===== config.mk =====
export PLATFORM = sky130hd
export DESIGN_NAME = rom_rd_arbiter
export DESIGN_NICKNAME = d
export VERILOG_FILES = /design/src/rtl/rom_rd_arbiter.sv
export SDC_FILE = /design/constraint.sdc
export NUM_CORES = 1
export LEC_CHECK = 0
export BUFFER_PORTS_ARGS = -buffer_cell sky130_fd_sc_hd__buf_2
export CAP_MARGIN = 10
export CORE_AREA = 2 2 57 72
export DETAILED_ROUTE_END_ITERATION = 8
export DIE_AREA = 0 0 59 74
export GPL_TIMING_DRIVEN = 0
export PLACE_DENSITY = 0.87
export SLEW_MARGIN = 25
export SYNTH_ARGS = -nofsm -noshare
export SYNTH_HDL_FRONTEND = slang
export SYNTH_SLANG_ARGS = --single-unit

===== constraint.sdc =====
create_clock -name clk -period 3.5 [get_ports clk]
set_input_delay 0.7 -clock clk [delete_from_list [all_inputs] [get_ports clk]]
set_output_delay 0.7 -clock clk [all_outputs]
set_load 0.05 [all_outputs]

===== src/rtl/rom_rd_arbiter.sv =====
// Round-robin read arbiter sharing one single-port template ROM among NUM_REQ requesters.
// Latency: grant in t, rom_addr in t+1, rd_valid/rd_data in t+1+ROM_LATENCY; one read per cycle.
// Backpressure: requesters hold req/addr until gnt; returned data has no stall path.
module rom_rd_arbiter #(
    parameter int NUM_REQ     = 4,
    parameter int ADDR_WIDTH  = 10,
    parameter int DATA_WIDTH  = 32,
    parameter int ROM_LATENCY = 1
) (
    input  logic                          clk,
    input  logic                          rst_n,
    input  logic [NUM_REQ-1:0]            req,
    input  logic [NUM_REQ*ADDR_WIDTH-1:0] req_addr,
    output logic [NUM_REQ-1:0]            gnt,
    output logic [ADDR_WIDTH-1:0]         rom_addr,
    input  logic [DATA_WIDTH-1:0]         rom_rd_data,
    output logic [NUM_REQ-1:0]            rd_valid,
    output logic [DATA_WIDTH-1:0]         rd_data,
    output logic                          busy,
    output logic                          rom_clk_en,
    output logic                          rom_addr_strobe,
    output logic                          rom_rd_oce,
    output logic                          rom_rst
);

    localparam int PTR_W = $clog2(NUM_REQ);

    logic [PTR_W-1:0]      ptr_q, ptr_d;
    logic [ADDR_WIDTH-1:0] addr_arr [NUM_REQ];
    logic [PTR_W-1:0]      cand;
    logic [PTR_W-1:0]      win_idx;
    logic                  win_vld;

    logic [ADDR_WIDTH-1:0] rom_addr_q, rom_addr_d;
    logic                  issue_v_q, issue_v_d;
    logic [PTR_W-1:0]      issue_id_q, issue_id_d;
    logic [NUM_REQ-1:0]    issue_oh;

    // Each tag stage holds the one-hot owner of the read at that depth (all-zero = empty).
    logic [NUM_REQ-1:0]    tag_q [ROM_LATENCY];

    genvar gi;
    generate
        for (gi = 0; gi < NUM_REQ; gi++) begin : g_addr
            assign addr_arr[gi] = req_addr[gi*ADDR_WIDTH +: ADDR_WIDTH];
        end
    endgenerate

    // Walk upward from ptr; the first requester found wins.
    always_comb begin
        win_vld = 1'b0;
        win_idx = '0;
        cand    = '0;
        for (int i = 0; i < NUM_REQ; i++) begin
            cand = PTR_W'((int'(ptr_q) + i) % NUM_REQ);
            if (!win_vld && req[cand]) begin
                win_vld = 1'b1;
                win_idx = cand;
            end
        end
    end

    assign gnt = win_vld ? (NUM_REQ'(1) << win_idx) : '0;

    always_comb begin
        ptr_d      = ptr_q;
        rom_addr_d = rom_addr_q;
        issue_v_d  = 1'b0;
        issue_id_d = issue_id_q;
        if (win_vld) begin
            ptr_d      = (win_idx == PTR_W'(NUM_REQ - 1)) ? '0 : win_idx + 1'b1;
            rom_addr_d = addr_arr[win_idx];
            issue_v_d  = 1'b1;
            issue_id_d = win_idx;
        end
    end

    always_ff @(posedge clk or negedge rst_n) begin
        if (!rst_n) begin
            ptr_q      <= '0;
            rom_addr_q <= '0;
            issue_v_q  <= 1'b0;
            issue_id_q <= '0;
        end else begin
            ptr_q      <= ptr_d;
            rom_addr_q <= rom_addr_d;
            issue_v_q  <= issue_v_d;
            issue_id_q <= issue_id_d;
        end
    end

    assign issue_oh = issue_v_q ? (NUM_REQ'(1) << issue_id_q) : '0;

    always_ff @(posedge clk or negedge rst_n) begin
        if (!rst_n) begin
            for (int s = 0; s < ROM_LATENCY; s++) begin
                tag_q[s] <= '0;
            end
        end else begin
            tag_q[0] <= issue_oh;
            for (int s = 1; s < ROM_LATENCY; s++) begin
                tag_q[s] <= tag_q[s-1];
            end
        end
    end

    always_comb begin
        busy = issue_v_q;
        for (int s = 0; s < ROM_LATENCY; s++) begin
            busy = busy | (|tag_q[s]);
        end
    end

    assign rom_addr        = rom_addr_q;
    assign rd_valid        = tag_q[ROM_LATENCY-1];
    assign rd_data         = rom_rd_data;
    assign rom_clk_en      = 1'b1;
    assign rom_addr_strobe = 1'b1;
    assign rom_rd_oce      = 1'b1;
    assign rom_rst         = ~rst_n;

endmodule


==> flow_summary.toml, run 1 <==
[detailed_routing]
drc = 0
drtIter0Drc = 37
dr.pass1.iters = 4
wl_per_cell_um = 13.2
ant_nets = 0
vias = 1448
totalWireLength_um = 3890
vias_per_cell = 4.91

[finish]
multi_input_area_um2 = 558
syn_to_final_growth_pct = 42.9
num_antenna_cells = 0
fillers = 375
layout-drive-gt1-share = 0.561
regArea_um2 = 475
layout.nets = 334

[critical_path]
r2r_end = "rom_addr[9]$_DFFE_PN0P_"
timing.critical_path.mode_cell = "buf_2"
path_buf_inv = 5
path_class = "input pin to output port"
slowest_delay_ps = 490
endpoint_kind = "output port"
crit_path_start_kind = "input pin"
cpLargestDelayFamily = "simple AND/OR/NAND/NOR gates"
path_cells = "buf_2 -> nor2b_1 -> or4b_1 -> buf_2 -> and2_4 -> buf_6 -> buf_6 -> nor2_1 -> buf_2"
cp.depth = 9
required_ps = 2800
path_max_fanout = 10
cp_slowest_cell = "or4b_1"
r2r_start = "ptr_q[0]$_DFFE_PN0P_"
critPathCapture = "gnt[1]"
startpoint = "req[2]"
r2r.worst_path.cells = 8
worst_ep_arrival_time_ps = 2510
regToRegSetupSlack_ps = 1420

[timing]
worstMarginPinSlew_ps = 709
grt_setup_unrepaired = "no"
min_period_over_period = 0.918
max_freq_mhz = 311
finalSetupTns_ps = 0
skew_ps = 2.45
timing.final.crit_period_ps = 3210
finalMaxSlewViolations = 0
final_hold_viol_count = 0
setup_viol = 0
slew_headroom = 0.525

[synth]
synth_top_cell_by_area = "dfrtp_1"
synth.most_common_cell = "buf_4"
yosys.area_share.simple = 0.159
ys_types = 28
synth_compound_area_frac = 0.138
synthTopCellsByArea = "dfrtp_1, buf_4, mux2i_1"
synth_xor_area_frac = 0
syn_inst = 152
synth_edf_count = 0
syn-cell-area_um2 = 1370
yosysSeqAreaShare = 0.347
synth.avg_cell_area_um2 = 9.01
ys_warn_count = 0
synthAdderAreaFrac = 0
synth_top_area_frac = 0.347
ys.flop_type = "dfrtp_1"
async_reset_ff_frac = 1.00
synthTopCellsByCount = "buf_4, dfrtp_1, mux2i_1, nor2_1, nand2_1"
synth_top_family_by_area = "buffers and inverters"
synth-seq-cells = 19
synth_mux_area_frac = 0.102

[clock_tree]
clockBufferDepth = 2
cts_sinks = 19
cts_hold_buffers = 0
clk_pin_slew_ps = 70
root_buffer = "clkbuf_8"
post_cts_resized = 0
h-tree-depth = 1
tritoncts = "yes"
worstSkewPairLatency_ps = 250
post_cts_buffers = 0
numCtsBuffers = 3

[global_routing]
grt_pass1_wl_um = 5660
grt_pass1_vias = 1289
antenna_found_initial = 0
overflow = 0
grt_max_degree = 21
global_route.usage.total = 0.171

[placed_design]
portBuffers = 97
gp_congestion = 0.627
hpwl_um = 3140

[floorplanning]
start_util = 0.371
coreArea_um2 = 3690
pin_count = 133
die_y_um = 74
fp-row-count = 25
dieWidth_um = 59
dieArea_um2 = 4370

[hold_path]
worstHoldPathType = "input pin to asynchronous set/reset pin"

[status]
status = "complete, no violations"

[pwr]
ir_worst_vdd_v = 0.000365
p_per_area_nw_per_um2 = 806
static-leakage-power_nw = 1.15
power_mw = 1.58

[flow_run]
drv_cap = 0
## cells in the final DEF, fill, tap and decap left out, drive strengths merged, types with 3 or more instances in the layout
| cell type | synthesis | layout |
|---|---|---|
| inv | 8 | 8 |
| mux2i | 14 | 14 |
| nand2 | 9 | 9 |
| nand3 | 6 | 6 |
| o22ai | 6 | 6 |
| clkbuf | 2 | 6 |
| a221oi | 4 | 4 |
| nor3 | 3 | 3 |
| nor2 | 14 | 14 |
| buf | 40 | 137 |
| dfrtp | 19 | 19 |
| nor2b | 4 | 4 |
| o21ai | 6 | 6 |
| o211a | 6 | 6 |
| conb | 1 | 3 |
## logic make-up after synthesis
family	after synthesis
buffers and inverters	50
AND/OR/NAND/NOR	43
AO/OA/AOI/OAI	25
flip-flops	19
multiplexers	14
other	1
## power breakdown
| group | internal (mW) | switching (mW) |
|---|---|---|
| Combinational | 0.324 | 0.718 |
| Clock | 0.0807 | 0.0711 |
| Sequential | 0.320 | 0.0640 |
| Total | 0.725 | 0.853 |
## sequential cells by signal, summed over array words and instances, names as in the netlist
| name | cells |
|---|---|
| issue_v_q | 1 |
| rom_addr | 10 |
| ptr_q | 2 |
| rd_valid | 4 |
| issue_id_q | 2 |
## routing by layer
metal,vias to the layer above,share of wire,GRT usage
met4,0,0.0044,0.0480
met3,2,0.084,0.0278
met2,78,0.57,0.347
met5,-,0,0
met1,677,0.34,0.173
li1,691,-,-
## layout make-up
| class | instances | area share |
|---|---|---|
| multi-input combinational | 85 | 0.285 |
| sequential | 19 | 0.243 |
| buffer | 42 | 0.160 |
| inverter | 8 | 0.0153 |
| timing repair buffer | 97 | 0.248 |
| clock buffer | 4 | 0.0230 |
| tap | 40 | 0.0256 |
## worst min-delay path by stage
stage	start	endpoint	slack, ps	depth (start not counted)
floorplan	rst_n	issue_id_q[0]$_DFFE_PN0P_	400	0
global placement	issue_id_q[1]$_DFFE_PN0P_	rd_valid[1]$_DFF_PN0_	470	1
detailed placement	issue_id_q[1]$_DFFE_PN0P_	rd_valid[1]$_DFF_PN0_	490	1
CTS	rst_n	rom_addr[3]$_DFFE_PN0P_	400	1
global route	rst_n	rom_addr[3]$_DFFE_PN0P_	420	1
finish	rst_n	rd_valid[0]$_DFF_PN0_	390	1
## through the flow
stage,cell area [µm²],utilization,std cells,hold WS [ps],worst slack (ps)
4_1_cts,1960,0.531,295,397,266
3_5_place_dp,1910,0.518,291,488,278
3_3_place_gp,1910,0.518,291,467,282
5_1_grt,1960,0.531,295,418,176
2_1_floorplan,1380,-,154,404,250
6_report,1960,0.531,295,391,288
No activity file was read; power rests on OpenSTA's default activity.
==> inputs of run 2 (changes only) <==
REMOVE_ABC_BUFFERS = 1   (was default)
clock period = 4 ns   (was 3.5 ns; I/O delays follow)
==> flow_summary.toml, run 2 (synthesis results as in run 1) <==
[clock_tree]
clk_pin_slew_ps = 80
cts_hold_buffers = 0
clockBufferDepth = 2
numCtsBuffers = 3
root_buffer = "clkbuf_8"
cts_sinks = 19
h-tree-depth = 1
post_cts_resized = 0
post_cts_buffers = 0
worstSkewPairLatency_ps = 260
tritoncts = "yes"

[finish]
fillers = 394
layout_common_cells = "buf_2, dfrtp_1, nor2_1, mux2i_1, nand2_1"
num_antenna_cells = 0
layout_commonest_cell = "buf_2"
final_cells = 221
largest_reg_flops = 10
layout.nets = 260
layout-drive-gt1-share = 0.403
syn_to_final_growth_pct = 9.04

[timing]
whs_ps = 477
finalMaxSlewViolations = 0
final_hold_viol_count = 0
grt_setup_unrepaired = "no"
slew_headroom = 0.542
setup_ws_ps = 700
timing.final.crit_period_ps = 3300
skew_ps = 8.85
finalSetupTns_ps = 0
worstMarginPinSlew_ps = 681
setup_viol = 0
min_period_over_period = 0.825
max_freq_mhz = 303

[critical_path]
cp.depth = 6
slowest_delay_ps = 660
cp_slowest_cell = "or4b_1"
timing.critical_path.mode_cell = "buf_2"
path_max_fanout = 23
path_buf_inv = 2
endpoint_kind = "output port"
required_ps = 3200
path_class = "input pin to output port"
path_cells = "buf_2 -> nor2b_1 -> or4b_1 -> and2_4 -> nor2_1 -> buf_2"
r2r.worst_path.cells = 4
cpLargestDelayFamily = "simple AND/OR/NAND/NOR gates"
crit_path_start_kind = "input pin"
worst_ep_arrival_time_ps = 2500

[detailed_routing]
dr.pass1.iters = 4
vias_per_cell = 5.40
totalWireLength_um = 4100
ant_nets = 0
drtIter0Drc = 34
wl_per_cell_um = 18.5
drc = 0
vias = 1194

[global_routing]
grt_pass1_vias = 1151
grt_pass1_wl_um = 5940
global_route.usage.total = 0.189
grt_max_degree = 24
antenna_found_initial = 0
overflow = 0

[pwr]
switching_power_mw = 0.667
p_clk_frac = 0.113
static-leakage-power_nw = 0.832
ir_worst_vdd_v = 0.000373
seqPwrFrac = 0.272
p_sw_frac = 0.540
p_per_area_nw_per_um2 = 827
power_mw = 1.24
p_comb_frac = 0.615
cellInternalPower_mw = 0.568

[floorplanning]
coreArea_um2 = 3690
dieWidth_um = 59
pin_count = 133
dieArea_um2 = 4370
start_util = 0.371
fp-row-count = 25
die_y_um = 74

[placed_design]
dp.cells = 217
pre_cts_ws_ps = 697
gp_congestion = 0.707
hpwl_um = 3260
portBuffers = 65

[status]
status = "complete, no violations"

[hold_path]
worstHoldPathType = "input pin to asynchronous set/reset pin"

[flow_run]
drv_cap = 0
==> run 2: per-stage QoR <==
step                       util  area [µm²]
after floorplan               -        1060
after global placement    0.390        1440
after detailed placement  0.390        1440
after CTS                 0.403        1490
after global routing      0.405        1490
final                     0.405        1490
==> run 2: power by group through the flow <==
stage / Clock, mW / Sequential, mW / Combinational, mW
CTS: 0.143 / 0.336 / 0.763
global route: 0.151 / 0.351 / 0.807
global placement: 0 / 0.332 / 0.752
detailed placement: 0 / 0.338 / 0.762
floorplan: 0 / 0.575 / 0.339
finish: 0.140 / 0.336 / 0.760
==> run 2: worst paths after layout <==
path | start | endpoint | slack, ps
max in group asynchronous | rst_n | rom_addr[6]$_DFFE_PN0P_ | 3200
min in group clk | issue_id_q[1]$_DFFE_PN0P_ | rd_valid[1]$_DFF_PN0_ | 500
hold / removal | rst_n | rom_addr[8]$_DFFE_PN0P_ | 480
setup / recovery | req[2] | gnt[1] | 700
setup reg to reg | ptr_q[1]$_DFFE_PN0P_ | rom_addr[6]$_DFFE_PN0P_ | 1950
hold reg to reg | issue_id_q[1]$_DFFE_PN0P_ | rd_valid[1]$_DFF_PN0_ | 500
==> run 2: layout make-up <==
| type | count | area, µm² | area share |
|---|---|---|---|
| clock buffer | 3 | 41.3 | 0.0276 |
| clock inverter | 1 | 7.51 | 0.00503 |
| inverter | 8 | 30.0 | 0.0201 |
| multi-input combinational | 85 | 564 | 0.378 |
| sequential | 19 | 475 | 0.318 |
| tap | 40 | 50.0 | 0.0335 |
| timing repair buffer | 65 | 325 | 0.218 |
==> run 2: routing by layer <==
| metal | up-vias | part of all wire | track usage |
|---|---|---|---|
| met5 | - | 0 | 0.0119 |
| met4 | 0 | 0.0059 | 0.0530 |
| met3 | 2 | 0.16 | 0.134 |
| met2 | 92 | 0.40 | 0.240 |
| met1 | 552 | 0.43 | 0.254 |
| li1 | 548 | - | - |
==> run 2: worst reg2reg max path, stage by stage (launching register included) <==
cell and delay, ps:
dfrtp_1 450, or4_1 710, and2_4 320, mux2i_1 160, a221oi_1 290
